===== config.mk =====
export PLATFORM = sky130hd
export DESIGN_NAME = arbiter_8way
export DESIGN_NICKNAME = d
export VERILOG_FILES = /design/src/rtl/arbiter_8way.sv
export SDC_FILE = /design/constraint.sdc
export NUM_CORES = 1
export LEC_CHECK = 0
export ABC_AREA = 1
export ABC_CLOCK_PERIOD_IN_PS = 2610
export BUFFER_PORTS_ARGS = -buffer_cell sky130_fd_sc_hd__buf_2
export CAP_MARGIN = 30
export CORE_MARGIN = 2
export CORE_UTILIZATION = 49
export DETAILED_ROUTE_END_ITERATION = 7
export GPL_ROUTABILITY_DRIVEN = 0
export HOLD_SLACK_MARGIN = 0.06
export PLACE_DENSITY = 0.75
export SYNTH_ARGS = -nofsm -noshare
export SYNTH_HDL_FRONTEND = slang
export SYNTH_SLANG_ARGS = --single-unit

===== constraint.sdc =====
create_clock -name clk -period 2.61 [get_ports clk]
set_clock_uncertainty 0.15 [all_clocks]
set_input_delay 0.522 -clock clk [delete_from_list [all_inputs] [get_ports clk]]
set_output_delay 0.522 -clock clk [all_outputs]
set_load 0.05 [all_outputs]

===== src/rtl/arbiter_8way.sv =====
// ---------------------------------------------------------------------------
// arbiter_8way
//   Round-robin arbiter for an 8-way downstream selector. It holds one grant
//   at a time and inserts exactly one idle cycle between grants. After a
//   grant is released, the requester following the released owner gets the
//   highest priority.
//
//   Parameters
//     TIMEOUT  maximum number of cycles a grant may be held (2..255). It is
//              used only when ARB_TIMEOUT_EN is defined.
//
//   Optional feature
//     ARB_TIMEOUT_EN  When defined, builds an 8-bit hold counter. The counter
//                     force-releases a grant after TIMEOUT cycles and pulses
//                     timeout for one cycle. When undefined, no counter is
//                     built and timeout is tied to 0.
//
//   Ports
//     clk      in   1  rising-edge clock
//     reset    in   1  synchronous active-high reset
//     req      in   8  request lines, one per selector input
//     done     in   1  current owner releases its grant this cycle
//     sel      out  3  registered index of the granted requester
//     gnt      out  8  registered one-hot grant (0 when not valid)
//     valid    out  1  registered; high while a grant is held
//     timeout  out  1  registered one-cycle pulse on forced release
// ---------------------------------------------------------------------------
module arbiter_8way #(
  parameter int TIMEOUT = 16
) (
  input  logic       clk,
  input  logic       reset,
  input  logic [7:0] req,
  input  logic       done,
  output logic [2:0] sel,
  output logic [7:0] gnt,
  output logic       valid,
  output logic       timeout
);

  if (TIMEOUT < 2 || TIMEOUT > 255) begin : g_bad_timeout
    $error("arbiter_8way: TIMEOUT must be in 2..255");
  end

  typedef enum logic {
    IDLE  = 1'b0,
    GRANT = 1'b1
  } state_t;

  state_t     state_q, state_d;
  logic [2:0] ptr_q, ptr_d;
  logic [2:0] sel_d;
  logic [7:0] gnt_d;
  logic       valid_d;
  logic [2:0] pick;
  logic       rel_evt;

  // Rotate the request vector so that ptr sits at bit 0. Then take the lowest
  // set bit and add ptr back, which gives a circular scan ptr, ptr+1, ...
  function automatic logic [2:0] rr_pick(input logic [7:0] r, input logic [2:0] p);
    logic [15:0] dbl;
    logic [7:0]  rot;
    logic [2:0]  off;
    dbl = {r, r} >> p;
    rot = dbl[7:0];
    off = 3'd0;
    for (int i = 7; i >= 0; i--) begin
      if (rot[i]) off = 3'(i);
    end
    return p + off;
  endfunction

  assign pick    = rr_pick(req, ptr_q);
  // A withdrawn request and an explicit done are the same release event.
  assign rel_evt = done | ~req[sel];

`ifdef ARB_TIMEOUT_EN
  localparam logic [7:0] HOLD_LAST = 8'(TIMEOUT - 1);
  logic [7:0] cnt_q, cnt_d;
  logic       tmo_q, tmo_d;
  logic       expire;

  assign expire  = (state_q == GRANT) && (cnt_q == HOLD_LAST);
  assign timeout = tmo_q;
`else
  assign timeout = 1'b0;
`endif

  always_comb begin
    state_d = state_q;
    ptr_d   = ptr_q;
    sel_d   = sel;
    gnt_d   = gnt;
    valid_d = valid;
`ifdef ARB_TIMEOUT_EN
    cnt_d   = cnt_q;
    tmo_d   = 1'b0;
`endif
    case (state_q)
      IDLE: begin
        valid_d = 1'b0;
        gnt_d   = 8'h00;
        if (|req) begin
          state_d = GRANT;
          sel_d   = pick;
          gnt_d   = 8'h01 << pick;
          valid_d = 1'b1;
`ifdef ARB_TIMEOUT_EN
          cnt_d   = 8'd0;
`endif
        end
      end
      GRANT: begin
`ifdef ARB_TIMEOUT_EN
        cnt_d = cnt_q + 8'd1;
        if (rel_evt || expire) begin
          // A real release in the expiry cycle takes priority, so no pulse.
          tmo_d = expire && !rel_evt;
`else
        if (rel_evt) begin
`endif
          state_d = IDLE;
          valid_d = 1'b0;
          gnt_d   = 8'h00;
          ptr_d   = sel + 3'd1;
        end
      end
      default: state_d = IDLE;
    endcase
  end

  // Output / state register stage
  always_ff @(posedge clk) begin
    if (reset) begin
      state_q <= IDLE;
      ptr_q   <= 3'd0;
      sel     <= 3'd0;
      gnt     <= 8'h00;
      valid   <= 1'b0;
`ifdef ARB_TIMEOUT_EN
      cnt_q   <= 8'd0;
      tmo_q   <= 1'b0;
`endif
    end else begin
      state_q <= state_d;
      ptr_q   <= ptr_d;
      sel     <= sel_d;
      gnt     <= gnt_d;
      valid   <= valid_d;
`ifdef ARB_TIMEOUT_EN
      cnt_q   <= cnt_d;
      tmo_q   <= tmo_d;
`endif
    end
  end

endmodule


## After elaboration in Yosys (flattened, before gate mapping)

Cells that the tools add are included.

| operators by class | value |
|---|---|
| mux-type cells | 18 |
| $lt $le $gt $ge | 1 |
| bitwise operators | 3 |
| reductions and logical operators | 3 |
| add/subtract/negate cells | 2 |
| eq/ne operators | 1 |
| shifts and indexed selects | 2 |

Operator list:

| cell | count |
|---|---|
| 3-bit two-way mux | 8 |
| 8-bit two-way mux | 2 |
| 8-bit case mux with 2 select lines | 1 |
| 16-bit by 3-bit right shift with 8-bit output | 1 |
| 8-bit OR reduction | 1 |
| 1-bit by 3-bit left shift with 8-bit output, first input constant | 1 |
| 3-bit by 4-bit less-than comparator with 1-bit output, second input constant | 1 |
| 1-bit two-way mux | 4 |
| 1-bit case mux with 2 select lines | 2 |
| 2-bit AND reduction | 2 |
| 3-bit by 1-bit adder with 3-bit output, second input constant | 1 |
| 3-bit adder | 1 |
| 1-bit binary-select mux with 3-bit select | 1 |
| 2-bit by 1-bit inequality test with 1-bit output, second input constant | 1 |
| 1-bit NOT | 2 |
| 1-bit bitwise OR | 1 |

| word-level totals | value |
|---|---|
| bits in registers | 16 |
| input bits | 11 |
| output and inout bits | 13 |
| word-level logic and storage cells | 35 |

## Logic depth before layout (Yosys ltp)

| logic depth | value |
|---|---|
| depth after elaboration | 13 |
| depth in mapped cells | 20 |
| depth with buffers taken out | 19 |

## Worst setup path after synthesis

No wires, ideal clock.

| timing | value |
|---|---|
| path type | input port to flip-flop |
| from | input req[1] |
| to | register gnt[0] |
| cell stages on the path | 18 |
| data required time | 2.325 ns |
| arrival time | 2.463 ns |
| path buffers | 0 |
| slack | -0.137 ns |
| library setup time | 0.135 ns |
| cell sequence | nand2_1 -> nand3_2 -> nand3_1 -> nand2_1 -> inv_1 -> a21oi_1 -> o21ai_0 -> nand2_1 -> a21boi_0 -> ha_1 -> inv_1 -> fa_1 -> xnor2_1 -> inv_1 -> nand2_4 -> nand2_4 -> nand2_1 -> a21oi_2 |

| between the ends | value |
|---|---|
| longest elaborated chain between the ends | 13 |
| elaborated cells on any way between the ends | 19 |
| classes of those cells | add/sub: 1; eq/ne: 1; shift: 2; mux: 12; bitwise: 2; reduce/logical: 1 |

RTL lines:

| item | line | RTL |
|---|---|---|
| from (decl) | 33 | `input logic [7:0] req,` |
| 16-bit by 3-bit right shift with 8-bit output | 64 | `dbl = {r, r} >> p;` |
| 3-bit two-way mux (8 in series) | 68 | `if (rot[i]) off = 3'(i);` |
| 3-bit adder | 70 | `return p + off;` |
| 1-bit by 3-bit left shift with 8-bit output | 106 | `gnt_d = 8'h01 << pick;` |
| 8-bit two-way mux | 103 | `if (\|req) begin` |
| 8-bit case mux with 2 select lines | 99 | `case (state_q)` |
| to (signal assigned) | 148 | `gnt <= gnt_d;` |
| to (decl) | 36 | `output logic [7:0] gnt,` |

Several ways; a longest one is shown, not always the timed one. The select of a mux whose other input is x is not followed.
A chain may end at the register's enable or synchronous reset.

## Worst setup path in the final report

| timing | value |
|---|---|
| from | register ptr_q[0] |
| to | register gnt[4] |

| between the ends | value |
|---|---|
| longest elaborated chain between the ends | 13 |

RTL lines:

| item | line | RTL |
|---|---|---|
| from (decl) | 51 | `logic [2:0] ptr_q, ptr_d;` |
| from (signal assigned) | 146 | `ptr_q <= ptr_d;` |
| 16-bit by 3-bit right shift with 8-bit output | 64 |  |
| 3-bit two-way mux (8 in series) | 68 |  |
| 3-bit adder * | 70 |  |
| 1-bit by 3-bit left shift with 8-bit output * | 106 |  |
| 8-bit two-way mux * | 103 |  |
| 8-bit case mux with 2 select lines * | 99 |  |

Every way passes the cells marked *; elsewhere a longest branch is shown, timed or not.

==> results by stage <==
Status:
- The run finished, with violations left.
- The checks that failed: setup timing.

Timing:
- The achievable clock frequency is 0.356 GHz.
- The hold violation total from the final report is 0.
- Setup repair after global routing could not meet its margin everywhere.
- The count of endpoints failing setup in the final report is 10.
- The final critical path takes up 108% of the cycle.
- The worst path in the final design needs a cycle of 2.81 ns, including I/O delays and setup.
- The setup slack after layout is -0.198 ns.
- The number of pins with negative max-slew slack in the final report is 0.

Power and ir drop:
- In this run, flip-flops and latches consume 23.3% of the power.
- The reported net switching power is 0.705 mW.
- The logic gate share of total power is 65.2%.
- In this run the power density over the cells is 839 nW/um^2.
- VDD sags by at most 0.728 mV.
- The cell-internal power is 0.738 mW.
- In this run, the clock network consumes 11.5% of the power.
- In this run switching power makes up 48.8% of total power.
- The post-layout total power is 1.44 mW.
- The static leakage power is 0.816 nW.

Placement:
- Summing all placed instances gives a cell area of 1560 sq um.
- At the placement stage, the worst setup path has a slack of -0.360 ns.
- Counting tap cells, the placed design contains a total of 264 instances.
- Once detailed placement completed, the half-perimeter wirelength came to 2540 um.
- During placement, the flow inserted port buffers numbering 22.

Logic synthesis:
- Yosys printed 0 warnings.
- In this run the mean area of a mapped cell was 6.47 sq um.
- The combined area of all synthesized cells is 1240 sq um.
- The biggest area contributor in the post-synthesis netlist is sky130_fd_sc_hd__dfxtp_1.
- After synthesis, the cell types taking the most area are sky130_fd_sc_hd__dfxtp_1 26%, sky130_fd_sc_hd__nand2_1 17%, sky130_fd_sc_hd__nand3_1 11%.
- The synthesized net count is 206.
- After synthesis, the netlist uses 33 different library cells.
- Of the post-synthesis cell area, the dominant cell type holds 25.8%.
- The post-synthesis cell count is 192.
- The synthesized design contains 16 register bits.
- The sequential fraction of the synthesis area is 25.8%.

Floorplan:
- 24 I/O pins were placed.
- The region available for standard cell placement spans 2430 sq um.
- The initial standard-cell utilization of the core is 51.1%.
- The die is 54.4 um tall.
- The die is 54.4 um wide.
- The initialized floorplan defines 18 standard-cell rows.
- The die covers 2950 sq um.

Routing:
- The routed design has 3620 um of wire.
- The DRC violation count after routing is 0.
- The number of violations reported at the end of detailed-routing iteration 0 is 37.
- The detail-routed via count per cell is 5.34.
- The total via count in the routed design is 1,443.
- In the final routed layout, each cell accounts on average for 13.4 um.
- The remaining number of nets flagged by the antenna check after routing is 0.
- The first TritonRoute pass finished after 4 iterations.

Min path:
- The path category of the worst min-delay check is reg -> reg.
- In this run the most critical hold path is launched from gnt[6].
- The endpoint of the worst hold path is gnt[6].
- The worst hold path was traced through 2 stages.

Setup path:
- The beginning of the worst register-to-register path is ptr_q[0].
- The endpoint identified for the worst register-to-register timing path is gnt[4].
- The largest fanout on the critical path is 6.
- The worst-case reg-to-reg path depth is 18.
- Data on the critical path arrives at its endpoint at 2.89 ns.
- The worst setup path category is reg -> reg.
- For flop-to-flop paths, the worst setup slack is -0.20 ns.
- The worst setup path is launched from a flop.
- The required time of the critical path is 2.69 ns.
- The sort of element at the end of the critical path is a flop.

Clocking:
- The cell at the root of the clock tree is sky130_fd_sc_hd__clkbuf_4.
- Counting the buffers created by CTS gives 3.
- The latest clock arrival within the worst-skew pair is 0.29 ns.
- TritonCTS built the clock tree.
- After clock tree synthesis, the clock-pin slew on the worst setup and hold paths is 0.10 ns.
- After clock tree synthesis, the flow added hold-fix buffers numbering 0.
- The deepest clock path buffer count is 2.
- The H-tree depth is 1.
- The clock drives 16 sinks.

Global routing:
- The first global-routing pass estimated 5460 um of wire.
- Entering global routing, the biggest net connects 13 pins.
- The overall fraction of global-route tracks in use is 25.0%.
- The final global-route overflow total is 0.
- The number of antenna violations at the first check in global routing is 0.
- The number of global-route vias before repair is 1,321.

Layout:
- The final instance area is 1720 sq um.
- The post-route netlist has 41.7% of its cells at a drive strength greater than 1.
- Compared with the post-synthesis result, the final layout area differs by 38.5%.
- After the last flow step, the layout net total stands at 255.
- 0 antenna diodes ended up in the layout.
- The finished layout holds 270 standard cells, fillers aside.
- Measured on the finished design, the core utilization comes to 70.7%.

Flow run:
- The total of max-cap violations is 0.
## flip-flops by register name, indices dropped and copies added (netlist names)
name and cells:
sel 3, gnt 8, state_q 1, valid 1, ptr_q 3
## cells in the mapped netlist
master                      n
sky130_fd_sc_hd__a21boi_0   1
sky130_fd_sc_hd__a21oi_1   13
sky130_fd_sc_hd__a21oi_2    4
sky130_fd_sc_hd__buf_2      2
sky130_fd_sc_hd__buf_4      1
sky130_fd_sc_hd__buf_6      2
sky130_fd_sc_hd__clkbuf_1   1
sky130_fd_sc_hd__clkinv_2   1
sky130_fd_sc_hd__conb_1     1
sky130_fd_sc_hd__dfxtp_1   16
sky130_fd_sc_hd__fa_1       1
sky130_fd_sc_hd__ha_1       2
sky130_fd_sc_hd__inv_1     13
sky130_fd_sc_hd__inv_2      1
sky130_fd_sc_hd__inv_6      1
sky130_fd_sc_hd__nand2_1   55
sky130_fd_sc_hd__nand2_2   13
sky130_fd_sc_hd__nand2_4    2
sky130_fd_sc_hd__nand3_1   28
sky130_fd_sc_hd__nand3_2    2
sky130_fd_sc_hd__nand3_4    1
sky130_fd_sc_hd__nand3b_1   1
sky130_fd_sc_hd__nand4_1    1
sky130_fd_sc_hd__nor2_1    11
sky130_fd_sc_hd__nor2_2     2
sky130_fd_sc_hd__nor2_4     1
sky130_fd_sc_hd__nor3_1     1
sky130_fd_sc_hd__nor4_1     1
sky130_fd_sc_hd__o21a_1     1
sky130_fd_sc_hd__o21ai_0    9
sky130_fd_sc_hd__o21bai_1   1
sky130_fd_sc_hd__xnor2_1    1
sky130_fd_sc_hd__xor2_1     1
## worst max-delay path, cell delays in order, from the launching register on
cell and delay, ns:
sky130_fd_sc_hd__dfxtp_4 0.37, sky130_fd_sc_hd__buf_12 0.14, sky130_fd_sc_hd__inv_12 0.06, sky130_fd_sc_hd__buf_6 0.09
sky130_fd_sc_hd__nand2_4 0.04, sky130_fd_sc_hd__nand3_2 0.07, sky130_fd_sc_hd__nand3_2 0.08, sky130_fd_sc_hd__nand2_2 0.11
sky130_fd_sc_hd__a21oi_2 0.06, sky130_fd_sc_hd__o21ai_1 0.12, sky130_fd_sc_hd__nand2_1 0.08, sky130_fd_sc_hd__a21boi_2 0.13
sky130_fd_sc_hd__ha_2 0.18, sky130_fd_sc_hd__inv_2 0.04, sky130_fd_sc_hd__fa_2 0.58, sky130_fd_sc_hd__nand2_4 0.09
sky130_fd_sc_hd__nor2_4 0.13, sky130_fd_sc_hd__nand3_1 0.08, sky130_fd_sc_hd__a21oi_1 0.15
## logic make-up after synthesis
| logic type | count (synthesis) | share of synthesized area, % |
|---|---|---|
| buf+inv | 22 | 8.86 |
| compound gates | 29 | 13.5 |
| flops | 16 | 25.8 |
| other cells | 1 | 0.302 |
| simple gates | 119 | 46.5 |
| xor+xnor | 2 | 1.41 |
| fa+ha+maj | 3 | 3.63 |
## power groups by stage
stage	Combinational [mW]	Sequential, mW	Clock [mW]
after floorplan	0.451	0.434	0
after global placement	0.776	0.333	0
after detailed placement	0.800	0.335	0
after CTS	0.867	0.331	0.165
after global routing	1.01	0.343	0.173
final	0.941	0.336	0.166
## per-stage QoR
stage	hold WS [ns]	TNS, ns
2_1_floorplan	0.385	0
3_3_place_gp	0.296	-1.72
3_5_place_dp	0.305	-3.14
4_1_cts	0.319	-1.06
5_1_grt	0.340	-3.13
6_report	0.318	-1.64
## layer usage
| layer | routed length, um | global-route usage, % | part of all wire (%) |
|---|---|---|---|
| met5 | 0 | 0 | 0 |
| met4 | 55 | 8.75 | 1.5 |
| met3 | 186 | 1.64 | 5.1 |
| met2 | 1870 | 43.4 | 52 |
| met1 | 1510 | 32.7 | 42 |
## how the worst max path moves through the flow
stage	startpoint	end	depth (start not counted)
4_1_cts	ptr_q[0]	gnt[5]	18
3_3_place_gp	req[1]	gnt[0]	19
2_1_floorplan	req[1]	gnt[0]	18
3_5_place_dp	req[5]	gnt[0]	19
6_report	ptr_q[0]	gnt[4]	18
5_1_grt	ptr_q[0]	gnt[3]	19
## final cells by class
class,count,area [sq um]
repair buffers,49,347
repair inverters,1,8.76
clock buffers,4,36.3
multi-input cells,154,893
flip-flops and latches,16,324
fillers,184,712
inverters,16,73.8
well taps,30,37.5
## timing repair
action / 4_1_cts / 5_1_grt
gates cloned: 1 / 1
pin swaps: 2 / 2
setup buffers: 0 / 0
setup endpoints to repair: 10 / 10
gates resized for setup: 17 / 9
## placed cells by master, fill, tap and decap left out, types with 4 or more instances in the layout
| master | synthesis | final |
|---|---|---|
| sky130_fd_sc_hd__nand2_1 | 55 | 50 |
| sky130_fd_sc_hd__nand3_1 | 28 | 26 |
| sky130_fd_sc_hd__buf_4 | 1 | 24 |
| sky130_fd_sc_hd__buf_2 | 2 | 22 |
| sky130_fd_sc_hd__nand2_2 | 13 | 16 |
| sky130_fd_sc_hd__dfxtp_1 | 16 | 15 |
| sky130_fd_sc_hd__a21oi_1 | 13 | 12 |
| sky130_fd_sc_hd__inv_1 | 13 | 11 |
| sky130_fd_sc_hd__o21ai_0 | 9 | 8 |
| sky130_fd_sc_hd__nor2_1 | 11 | 8 |
| sky130_fd_sc_hd__a21oi_2 | 4 | 5 |
| sky130_fd_sc_hd__nand3_2 | 2 | 4 |
| sky130_fd_sc_hd__nand2_4 | 2 | 4 |
(Power assumes the default switching activity.)
